## config.mk

```make
export PLATFORM = sky130hd
export DESIGN_NAME = image_stream_proc
export DESIGN_NICKNAME = d
export VERILOG_FILES = /design/src/rtl/image_stream_proc.sv
export SDC_FILE = /design/constraint.sdc
export NUM_CORES = 1
export LEC_CHECK = 0
export ABC_AREA = 1
export CAP_MARGIN = 0
export CELL_PAD_IN_SITES_DETAIL_PLACEMENT = 1
export CELL_PAD_IN_SITES_GLOBAL_PLACEMENT = 1
export CORE_MARGIN = 2
export CORE_UTILIZATION = 42
export DETAILED_ROUTE_END_ITERATION = 12
export GPL_TIMING_DRIVEN = 0
export PLACE_DENSITY_LB_ADDON = 0.1
export SETUP_SLACK_MARGIN = 0.15
export SYNTH_ARGS = -nofsm -noshare
export SYNTH_HDL_FRONTEND = slang
export SYNTH_SLANG_ARGS = --single-unit
```

## constraint.sdc

```tcl
create_clock -name HCLK -period 9.6 [get_ports HCLK]
set_input_delay 1.92 -clock HCLK [delete_from_list [all_inputs] [get_ports HCLK]]
set_output_delay 1.92 -clock HCLK [all_outputs]
set_load 0.005 [all_outputs]
```

## src/rtl/image_stream_proc.sv

```systemverilog
// -----------------------------------------------------------------------------
// image_stream_proc
//   Streams one frame from an external pixel memory in display order (top row
//   first; memory holds rows bottom-up as in BMP). Applies a run-time selectable
//   point operation and emits one RGB pixel per valid/ready handshake.
//
// Ports
//   HCLK, HRESET          clock, synchronous active-high reset
//   start                 frame start request (honoured only when idle)
//   mode/value/threshold  operation select and operands, latched at start
//   mem_rd_en, mem_addr   memory read strobe and pixel word address
//   mem_rdata             {R,G,B}, valid the cycle after mem_rd_en
//   out_valid, out_ready  output handshake
//   DATA_R/G/B            processed pixel
//   sof, eol, eof         first pixel / last of line / last of frame
//   busy                  high when not idle
//   ctrl_done             one-cycle pulse on the final handshake
// -----------------------------------------------------------------------------
module image_stream_proc #(
   parameter int WIDTH  = 768,
   parameter int HEIGHT = 512,
   parameter int DW     = 8,
   parameter int AW     = 19
) (
   input  logic            HCLK,
   input  logic            HRESET,
   input  logic            start,
   input  logic [2:0]      mode,
   input  logic [DW-1:0]   value,
   input  logic [DW-1:0]   threshold,
   output logic            mem_rd_en,
   output logic [AW-1:0]   mem_addr,
   input  logic [3*DW-1:0] mem_rdata,
   output logic            out_valid,
   input  logic            out_ready,
   output logic [DW-1:0]   DATA_R,
   output logic [DW-1:0]   DATA_G,
   output logic [DW-1:0]   DATA_B,
   output logic            sof,
   output logic            eol,
   output logic            eof,
   output logic            busy,
   output logic            ctrl_done
);

   localparam int CW = (WIDTH  > 1) ? $clog2(WIDTH)  : 1;
   localparam int RW = (HEIGHT > 1) ? $clog2(HEIGHT) : 1;
   localparam logic [CW-1:0] COL_LAST   = CW'(WIDTH - 1);
   localparam logic [RW-1:0] ROW_LAST   = RW'(HEIGHT - 1);
   // Word address of the first pixel of the top display row (last stored row).
   localparam logic [AW-1:0] BASE_FIRST = AW'(WIDTH * (HEIGHT - 1));
   localparam logic [AW-1:0] LINE_WORDS = AW'(WIDTH);
   localparam logic [DW+1:0] MAX_EXT    = {2'b00, {DW{1'b1}}};

   typedef enum logic [1:0] {ST_IDLE, ST_RUN, ST_DRAIN} state_t;

   typedef struct packed {
      logic            sof;
      logic            eol;
      logic            eof;
      logic [3*DW-1:0] rgb;
   } entry_t;

   // Point operation on one {R,G,B} word, computed in DW+2 bits so sums and
   // saturating add/sub never wrap.
   function automatic logic [3*DW-1:0] process_px(input logic [2:0]      op,
                                                   input logic [DW-1:0]   amt,
                                                   input logic [DW-1:0]   thr,
                                                   input logic [3*DW-1:0] px);
      logic [DW+1:0]   ch [3];
      logic [DW+1:0]   sum;
      logic [DW+1:0]   avg;
      logic [DW+1:0]   tmp;
      logic [3*DW-1:0] res;
      ch[0] = {2'b00, px[3*DW-1:2*DW]};
      ch[1] = {2'b00, px[2*DW-1:DW]};
      ch[2] = {2'b00, px[DW-1:0]};
      sum   = ch[0] + ch[1] + ch[2];
      avg   = sum / (DW+2)'(3);
      res   = px;
      for (int k = 0; k < 3; k++) begin
         case (op)
            3'd1: tmp = avg;
            3'd2: begin
               tmp = ch[k] + {2'b00, amt};
               if (tmp > MAX_EXT) tmp = MAX_EXT;
            end
            3'd3: tmp = (ch[k] > {2'b00, amt}) ? ch[k] - {2'b00, amt} : '0;
            3'd4: tmp = (avg > {2'b00, thr}) ? MAX_EXT : '0;
            3'd5: tmp = MAX_EXT - ch[k];
            default: tmp = ch[k];
         endcase
         res[(2-k)*DW +: DW] = tmp[DW-1:0];
      end
      return res;
   endfunction

   state_t          state_q, state_d;
   logic [RW-1:0]   row_q, row_d;
   logic [CW-1:0]   col_q, col_d;
   logic [AW-1:0]   base_q, base_d;      // word address of column 0 of the current row
   logic [2:0]      mode_q, mode_d;
   logic [DW-1:0]   value_q, value_d;
   logic [DW-1:0]   thr_q, thr_d;

   // Read issued last cycle; its data is on mem_rdata now.
   logic            infl_q;
   logic [2:0]      infl_flags_q;        // {sof,eol,eof} of the in-flight pixel
   logic [2:0]      rd_flags;

   entry_t          fifo_mem [2];
   logic            wr_ptr_q, rd_ptr_q;
   logic [1:0]      count_q;
   entry_t          entry_in, head;
   logic            push, pop;
   logic [2:0]      occupancy;

   assign push      = infl_q;
   assign head      = fifo_mem[rd_ptr_q];
   assign out_valid = (count_q != 2'd0);
   assign pop       = out_valid & out_ready;
   assign busy      = (state_q != ST_IDLE);
   // Entries committed after this cycle: stored + arriving - leaving.
   assign occupancy = {1'b0, count_q} + {2'b00, infl_q} - {2'b00, pop};

   always_comb begin
      // NOTE: every combinational output gets a default first so no path
      // through the case statement leaves it unassigned (which would infer a latch).
      state_d   = state_q;
      row_d     = row_q;
      col_d     = col_q;
      base_d    = base_q;
      mode_d    = mode_q;
      value_d   = value_q;
      thr_d     = thr_q;
      mem_rd_en = 1'b0;
      ctrl_done = 1'b0;
      rd_flags  = {(row_q == '0) && (col_q == '0),
                   (col_q == COL_LAST),
                   (col_q == COL_LAST) && (row_q == ROW_LAST)};
      case (state_q)
         ST_IDLE: begin
            if (start) begin
               state_d = ST_RUN;
               mode_d  = mode;
               value_d = value;
               thr_d   = threshold;
               row_d   = '0;
               col_d   = '0;
               base_d  = BASE_FIRST;
            end
         end
         ST_RUN: begin
            if (occupancy < 3'd2) begin
               mem_rd_en = 1'b1;
               if (col_q == COL_LAST) begin
                  if (row_q == ROW_LAST) begin
                     state_d = ST_DRAIN;
                  end else begin
                     col_d  = '0;
                     row_d  = row_q + 1'b1;
                     base_d = base_q - LINE_WORDS;
                  end
               end else begin
                  col_d = col_q + 1'b1;
               end
            end
         end
         ST_DRAIN: begin
            // start in this cycle is ignored: the FSM only looks at it in IDLE.
            if (pop && head.eof) begin
               ctrl_done = 1'b1;
               state_d   = ST_IDLE;
            end
         end
         default: state_d = ST_IDLE;
      endcase
   end

   assign mem_addr = mem_rd_en ? (base_q + AW'(col_q)) : '0;

   always_comb begin
      entry_in.sof = infl_flags_q[2];
      entry_in.eol = infl_flags_q[1];
      entry_in.eof = infl_flags_q[0];
      entry_in.rgb = process_px(mode_q, value_q, thr_q, mem_rdata);
   end

   // Outputs are forced to zero when no pixel is presented.
   always_comb begin
      DATA_R = '0;
      DATA_G = '0;
      DATA_B = '0;
      sof    = 1'b0;
      eol    = 1'b0;
      eof    = 1'b0;
      if (out_valid) begin
         DATA_R = head.rgb[3*DW-1:2*DW];
         DATA_G = head.rgb[2*DW-1:DW];
         DATA_B = head.rgb[DW-1:0];
         sof    = head.sof;
         eol    = head.eol;
         eof    = head.eof;
      end
   end

   always_ff @(posedge HCLK) begin
      // NOTE: state registers use non-blocking assignments so every flop samples
      // the pre-edge value regardless of block evaluation order.
      if (HRESET) begin
         state_q      <= ST_IDLE;
         row_q        <= '0;
         col_q        <= '0;
         base_q       <= '0;
         mode_q       <= '0;
         value_q      <= '0;
         thr_q        <= '0;
         infl_q       <= 1'b0;
         infl_flags_q <= '0;
         wr_ptr_q     <= 1'b0;
         rd_ptr_q     <= 1'b0;
         count_q      <= '0;
      end else begin
         state_q      <= state_d;
         row_q        <= row_d;
         col_q        <= col_d;
         base_q       <= base_d;
         mode_q       <= mode_d;
         value_q      <= value_d;
         thr_q        <= thr_d;
         infl_q       <= mem_rd_en;
         infl_flags_q <= rd_flags;
         wr_ptr_q     <= wr_ptr_q ^ push;
         rd_ptr_q     <= rd_ptr_q ^ pop;
         count_q      <= count_q + {1'b0, push} - {1'b0, pop};
      end
   end

   // NOTE: FIFO storage is deliberately not reset; count_q gates every read of
   // it, so stale contents are never visible.
   always_ff @(posedge HCLK) begin
      if (push) fifo_mem[wr_ptr_q] <= entry_in;
   end

endmodule

```

**After elaboration in Yosys (flattened, before gate mapping)**

Memories as Yosys holds them, arrays and structs flattened. A register that Yosys moved wholly into a read port is not among the register bits.
Index checks and enable logic that the tools add are counted.

- Register bits: 67
- Bits in latches: 0
- Memory bits (writable): 54
- Bits in read-only memories: 0
- Input bits: 47
- Output and inout bits: 50
- Memories: 1

Memory list:

| name | words | width | read ports | clocked after Yosys merged registers in | wr ports | line | source |
|---|---|---|---|---|---|---|---|
| fifo_mem | 2 | 27 | 1 | 1 | 1 | 111 | `entry_t fifo_mem [2];` |

- $add $sub $neg: 19
- $mul: 0
- Divide/modulo/power cells: 1
- Magnitude comparators: 8
- Equal/unequal tests: 16
- Shift-type cells: 0
- Multiplexer cells: 45
- Bitwise gates (word level): 3
- Reductions and logical operators: 13

Operators with widths:

| operator | number |
|---|---|
| case mux 8 bit (5 select lines) | 3 |
| two-way mux 19 bit | 5 |
| two-way mux 8 bit | 10 |
| two-way mux 10 bit | 4 |
| case mux 19 bit (2 select lines) | 1 |
| adder 8 x 8 -> 9 bit | 4 |
| two-way mux 9 bit | 4 |
| > comparator 9 x 8 -> 1 bit (second input constant) | 3 |
| > comparator 8 bit | 3 |
| subtractor 8 bit | 3 |
| subtractor 8 bit (first input constant) | 3 |
| case mux 10 bit (2 select lines) | 1 |
| adder 19 x 10 -> 19 bit | 1 |
| subtractor 19 x 10 -> 19 bit (second input constant) | 1 |
| case mux 9 bit (2 select lines) | 1 |
| != test 2 bit (second input constant) | 6 |
| adder 10 x 1 -> 10 bit (second input constant) | 1 |
| adder 9 x 8 -> 10 bit | 1 |
| divider 10 x 2 -> 10 bit (second input constant) | 1 |
| == test 10 bit (second input constant) | 1 |
| > comparator 10 x 8 -> 1 bit | 1 |
| logical NOT 10 bit | 1 |
| two-way mux 1 bit | 10 |
| two-way mux 2 bit | 5 |
| other kinds (23) | 31 |

**Longest topological paths before layout**

- Word-level depth: 7
- Depth in mapped cells: 46
- Mapped depth without buffers: 45

**Worst setup path after synthesis**

Ideal clock, no wire load.

- Kind: input to register
- Start point: input port mem_rdata[1]
- End point: memory fifo_mem[0][14] in the netlist's numbering, data pin
- Setup time: 0.268 ns
- Arrival time: 6.990 ns
- Data required time: 9.332 ns
- Setup slack: 2.342 ns
- Cell stages on the path: 44
- Buffers on the path: 1
- Cells stage by stage: inv_1 -> fa_1 -> inv_1 -> ha_1 -> fa_1 -> nand3_1 -> nand3_2 -> a21oi_1 -> nand3_1 -> nand2_1 -> nand2_2 -> o21ai_2 -> nand2_2 -> nand2_1 -> inv_1 -> nor2_2 -> nand2_1 -> nand2_2 -> [... 8 more ...] -> inv_1 -> nand3_1 -> nand2_1 -> clkinv_1 -> nand2_1 -> nand2_1 -> nor2_1 -> ha_1 -> nor2_1 -> o21ai_0 -> a31o_2 -> a32o_1 -> o21ai_0 -> nand3_1 -> clkbuf_1 -> o21ai_0 -> nor4_1 -> nand2_1

RTL lines:

| item | line | source |
|---|---|---|
| start, declared | 33 | `input logic [3*DW-1:0] mem_rdata,` |
| end, declared | 111 |  |

==> impl_metrics.env <==
export IMPL_ys_seq_area_share_pct=32.7
export IMPL_cp_start_kind="input port"
export IMPL_synth_avg_cell_area_um2=7.56
export IMPL_antennaDiodeCount=0
export IMPL_rr_worst_depth=27
export IMPL_wirelength_mm=29.2
export IMPL_grt_overflow=0
export IMPL_die_h_um=147
export IMPL_syn_nets=1272
export IMPL_via_per_inst=5.45
export IMPL_period_needed_ps=8640
export IMPL_drv_cap=0
export IMPL_io_pins=97
export IMPL_dieArea_um2=21600
export IMPL_grt_max_degree=28
export IMPL_vias=8345
export IMPL_final_area_um2=10400
export IMPL_fp_dieW_um=147
export IMPL_drcViolationCount=0
export IMPL_synthFlopType="dfxtp_1"
export IMPL_clkLatencyLatePin_ps=430
export IMPL_hold_path_cell_count=0
export IMPL_synthTopCellsByArea="edfxtp_1, dfxtp_1, ha_1, nand2_1, inv_1"
export IMPL_r2r_end="base_q[18]"
export IMPL_postSynthCellCount=1133
export IMPL_slowest_stage="clkdlybuf4s50_1"
export IMPL_num_rows=52
export IMPL_synth_common_cells="nand2_1, inv_1, a21oi_1"
export IMPL_drtIter0Drc=476
export IMPL_firstDrtPassIters=5
export IMPL_cts_tree="done"
export IMPL_min_period_over_period_pct=90.0
export IMPL_fin_worst_skew_ps=13.1
export IMPL_rsz0062_at_grt="no"
export IMPL_multiInputGateArea_um2=5040
export IMPL_clkSinkCount=113
export IMPL_start_util_pct=42.6
export IMPL_post_cts_setup_buffer_count=0
export IMPL_ys_seq_elements=113
export IMPL_hpwl_mm=22.8
export IMPL_core_region_area_um2=20100
export IMPL_final_antenna_net_count=0
export IMPL_synth_top_area_share_pct=18.9
export IMPL_synth_cell_types=52
export IMPL_regToRegSetupSlack_ps=4430
export IMPL_slew_headroom_pct=3.94
export IMPL_synth_area_um2=8570
export IMPL_synth_top_cell_by_area="edfxtp_1"
export IMPL_syn_to_final_growth_pct=21.4
export IMPL_worstHoldPathType="register to register"
export IMPL_final_max_slew_viol_count=0
export IMPL_place_congestion=0.923
export IMPL_clock_path_buffers=2
export IMPL_seq_area_um2=2800
export IMPL_timing_fmax_mhz=116
export IMPL_grt_pass1_wl_mm=46.2
export IMPL_drive_gt1_share_pct=6.43
export IMPL_fin_setup_tns_ps=0
export IMPL_clk_pin_slew_ps=60
export IMPL_worst_slew_pin_slew_ps=1430
export IMPL_worstHoldEndpoint="fifo_mem[0][24]"
export IMPL_setup_viol=0
export IMPL_cts_buffers=17
export IMPL_wl_per_cell_um=19.1
export IMPL_hold_start="infl_flags_q[0]"
export IMPL_crit_fanout=10
export IMPL_htree_levels=4
export IMPL_worstReg2RegStart="count_q[1]"
export IMPL_fill_cells=2518
export IMPL_synth_most_common_cell="nand2_1"
export IMPL_fin_nets=1386
export IMPL_power_leakage_nw=4.51
export IMPL_vdd_drop_max_mv=0.159
export IMPL_port_buffers=95
export IMPL_critPathCaptureType="register"
export IMPL_path_common_cell="nand2_1"
export IMPL_track_usage_pct=27.5
export IMPL_synth_edf_count=54
export IMPL_placed_area_um2=9850
export IMPL_async_reset_ff_share_pct=0
export IMPL_hold_viol_final=0
export IMPL_grt_pass1_vias=8556
export IMPL_outcome="completed"
export IMPL_yosys_warnings=0
export IMPL_worstPathRequired_ps=9730
export IMPL_worstSetupPathType="input port to register"
export IMPL_antenna_found_initial=0
export IMPL_power_density_nw_per_um2=282
export IMPL_worst_path_largest_cell_delay_ps=650
export IMPL_cts_root_buf="clkbuf_16"
export IMPL_arrival_ps=8770
flip-flops by register name (all words and copies together), names as in the netlist:
register / cells
count_q: 2
col_q: 10
value_q: 8
rd_ptr_q: 1
row_q: 9
base_q: 11
wr_ptr_q: 1
infl_q: 1
infl_flags_q: 3
fifo_mem: 54
state_q: 2
mode_q: 3
thr_q: 8
worst max-delay path: cells and delay by family:
| family | cells | cell delay (ps) |
|---|---|---|
| AOI/OAI and AO/OA | 8 | 1180 |
| and+or+nand+nor | 24 | 2840 |
| buffers and inverters | 6 | 1230 |
| adders and majority gates | 5 | 1580 |
stage by stage:
step | setup WS, ps | cells | total power, W | hold slack (ps) | util (%)
floorplan | 2340 | 1133 | 0.00178 | 404 | -
global placement | 360 | 1498 | 0.00229 | 408 | 49.0
detailed placement | 296 | 1498 | 0.00234 | 414 | 49.0
CTS | 700 | 1530 | 0.00294 | 429 | 51.7
global route | 213 | 1530 | 0.00316 | 458 | 51.7
finish | 956 | 1530 | 0.00294 | 430 | 51.7
final cells by class:
class / instances / share of cell area (%)
Sequential cell: 113 / 27.0
Inverter: 168 / 6.06
Clock inverter: 14 / 1.02
Multi-Input combinational cell: 827 / 48.5
Tap cell: 270 / 3.25
Timing Repair Buffer: 95 / 9.17
Buffer: 25 / 0.914
Clock buffer: 18 / 4.13
report_power, final:
part	internal [W]	total, W	leakage [nW]	switching [W]
Combinational	0.000569	0.00164	3.28	0.00107
Clock	0.000332	0.000585	0.258	0.000252
Sequential	0.000640	0.000709	0.976	0.0000693
Total	0.00154	0.00294	4.51	0.00139
repair_timing:
| action | in CTS | in global routing |
|---|---|---|
| endpoints found under the hold margin | 0 | 0 |
| endpoints found under the setup margin | 0 | 20 |
| hold buffers | 0 | 0 |
| resized for setup | 0 | 4 |
kinds of logic after synthesis:
| group | share of synthesized area, % |
|---|---|
| adders and majority gates | 14.8 |
| buffers and inverters | 8.46 |
| AOI/OAI and AO/OA | 18.2 |
| and+or+nand+nor | 22.2 |
| muxes | 0.117 |
| DFF | 32.7 |
| xor gates and xnor gates | 3.46 |
per-layer routing:
metal / track usage, % / vias up / wire length (um)
met5: 0 / - / 0
met4: 7.96 / 0 / 638
met3: 3.66 / 49 / 1300
met2: 47.7 / 211 / 14200
met1: 36.0 / 4067 / 13000
li1: - / 4018 / -
worst max-delay path by stage:
stage	start	endpoint
3_3_place_gp	mem_rdata[17]	fifo_mem[1][12]
4_1_cts	mem_rdata[17]	fifo_mem[0][12]
3_5_place_dp	mem_rdata[17]	fifo_mem[0][12]
2_1_floorplan	mem_rdata[1]	fifo_mem[0][14]
5_1_grt	mem_rdata[1]	fifo_mem[0][14]
6_report	mem_rdata[1]	fifo_mem[0][14]
cells in the final DEF, fill, tap and decap left out, drive strengths merged, types with 6 or more instances in the layout:
| cell | synthesis | final |
|---|---|---|
| nor3 | 28 | 28 |
| a21oi | 124 | 124 |
| xor2 | 25 | 25 |
| dfxtp | 59 | 59 |
| fa | 16 | 16 |
| o2111ai | 6 | 6 |
| a31oi | 9 | 9 |
| a211oi | 13 | 13 |
| edfxtp | 54 | 54 |
| clkbuf | 24 | 42 |
| nand3 | 46 | 46 |
| nor4 | 10 | 10 |
| ha | 76 | 76 |
| xnor2 | 8 | 8 |
| nand4 | 7 | 7 |
| nand2 | 211 | 211 |
| clkinv | 2 | 7 |
| o21bai | 19 | 19 |
| inv | 166 | 172 |
| o21ai | 81 | 81 |
| clkdlybuf4s50 | 0 | 94 |
| nor2 | 120 | 120 |
Power figures use the tool's default switching activity.
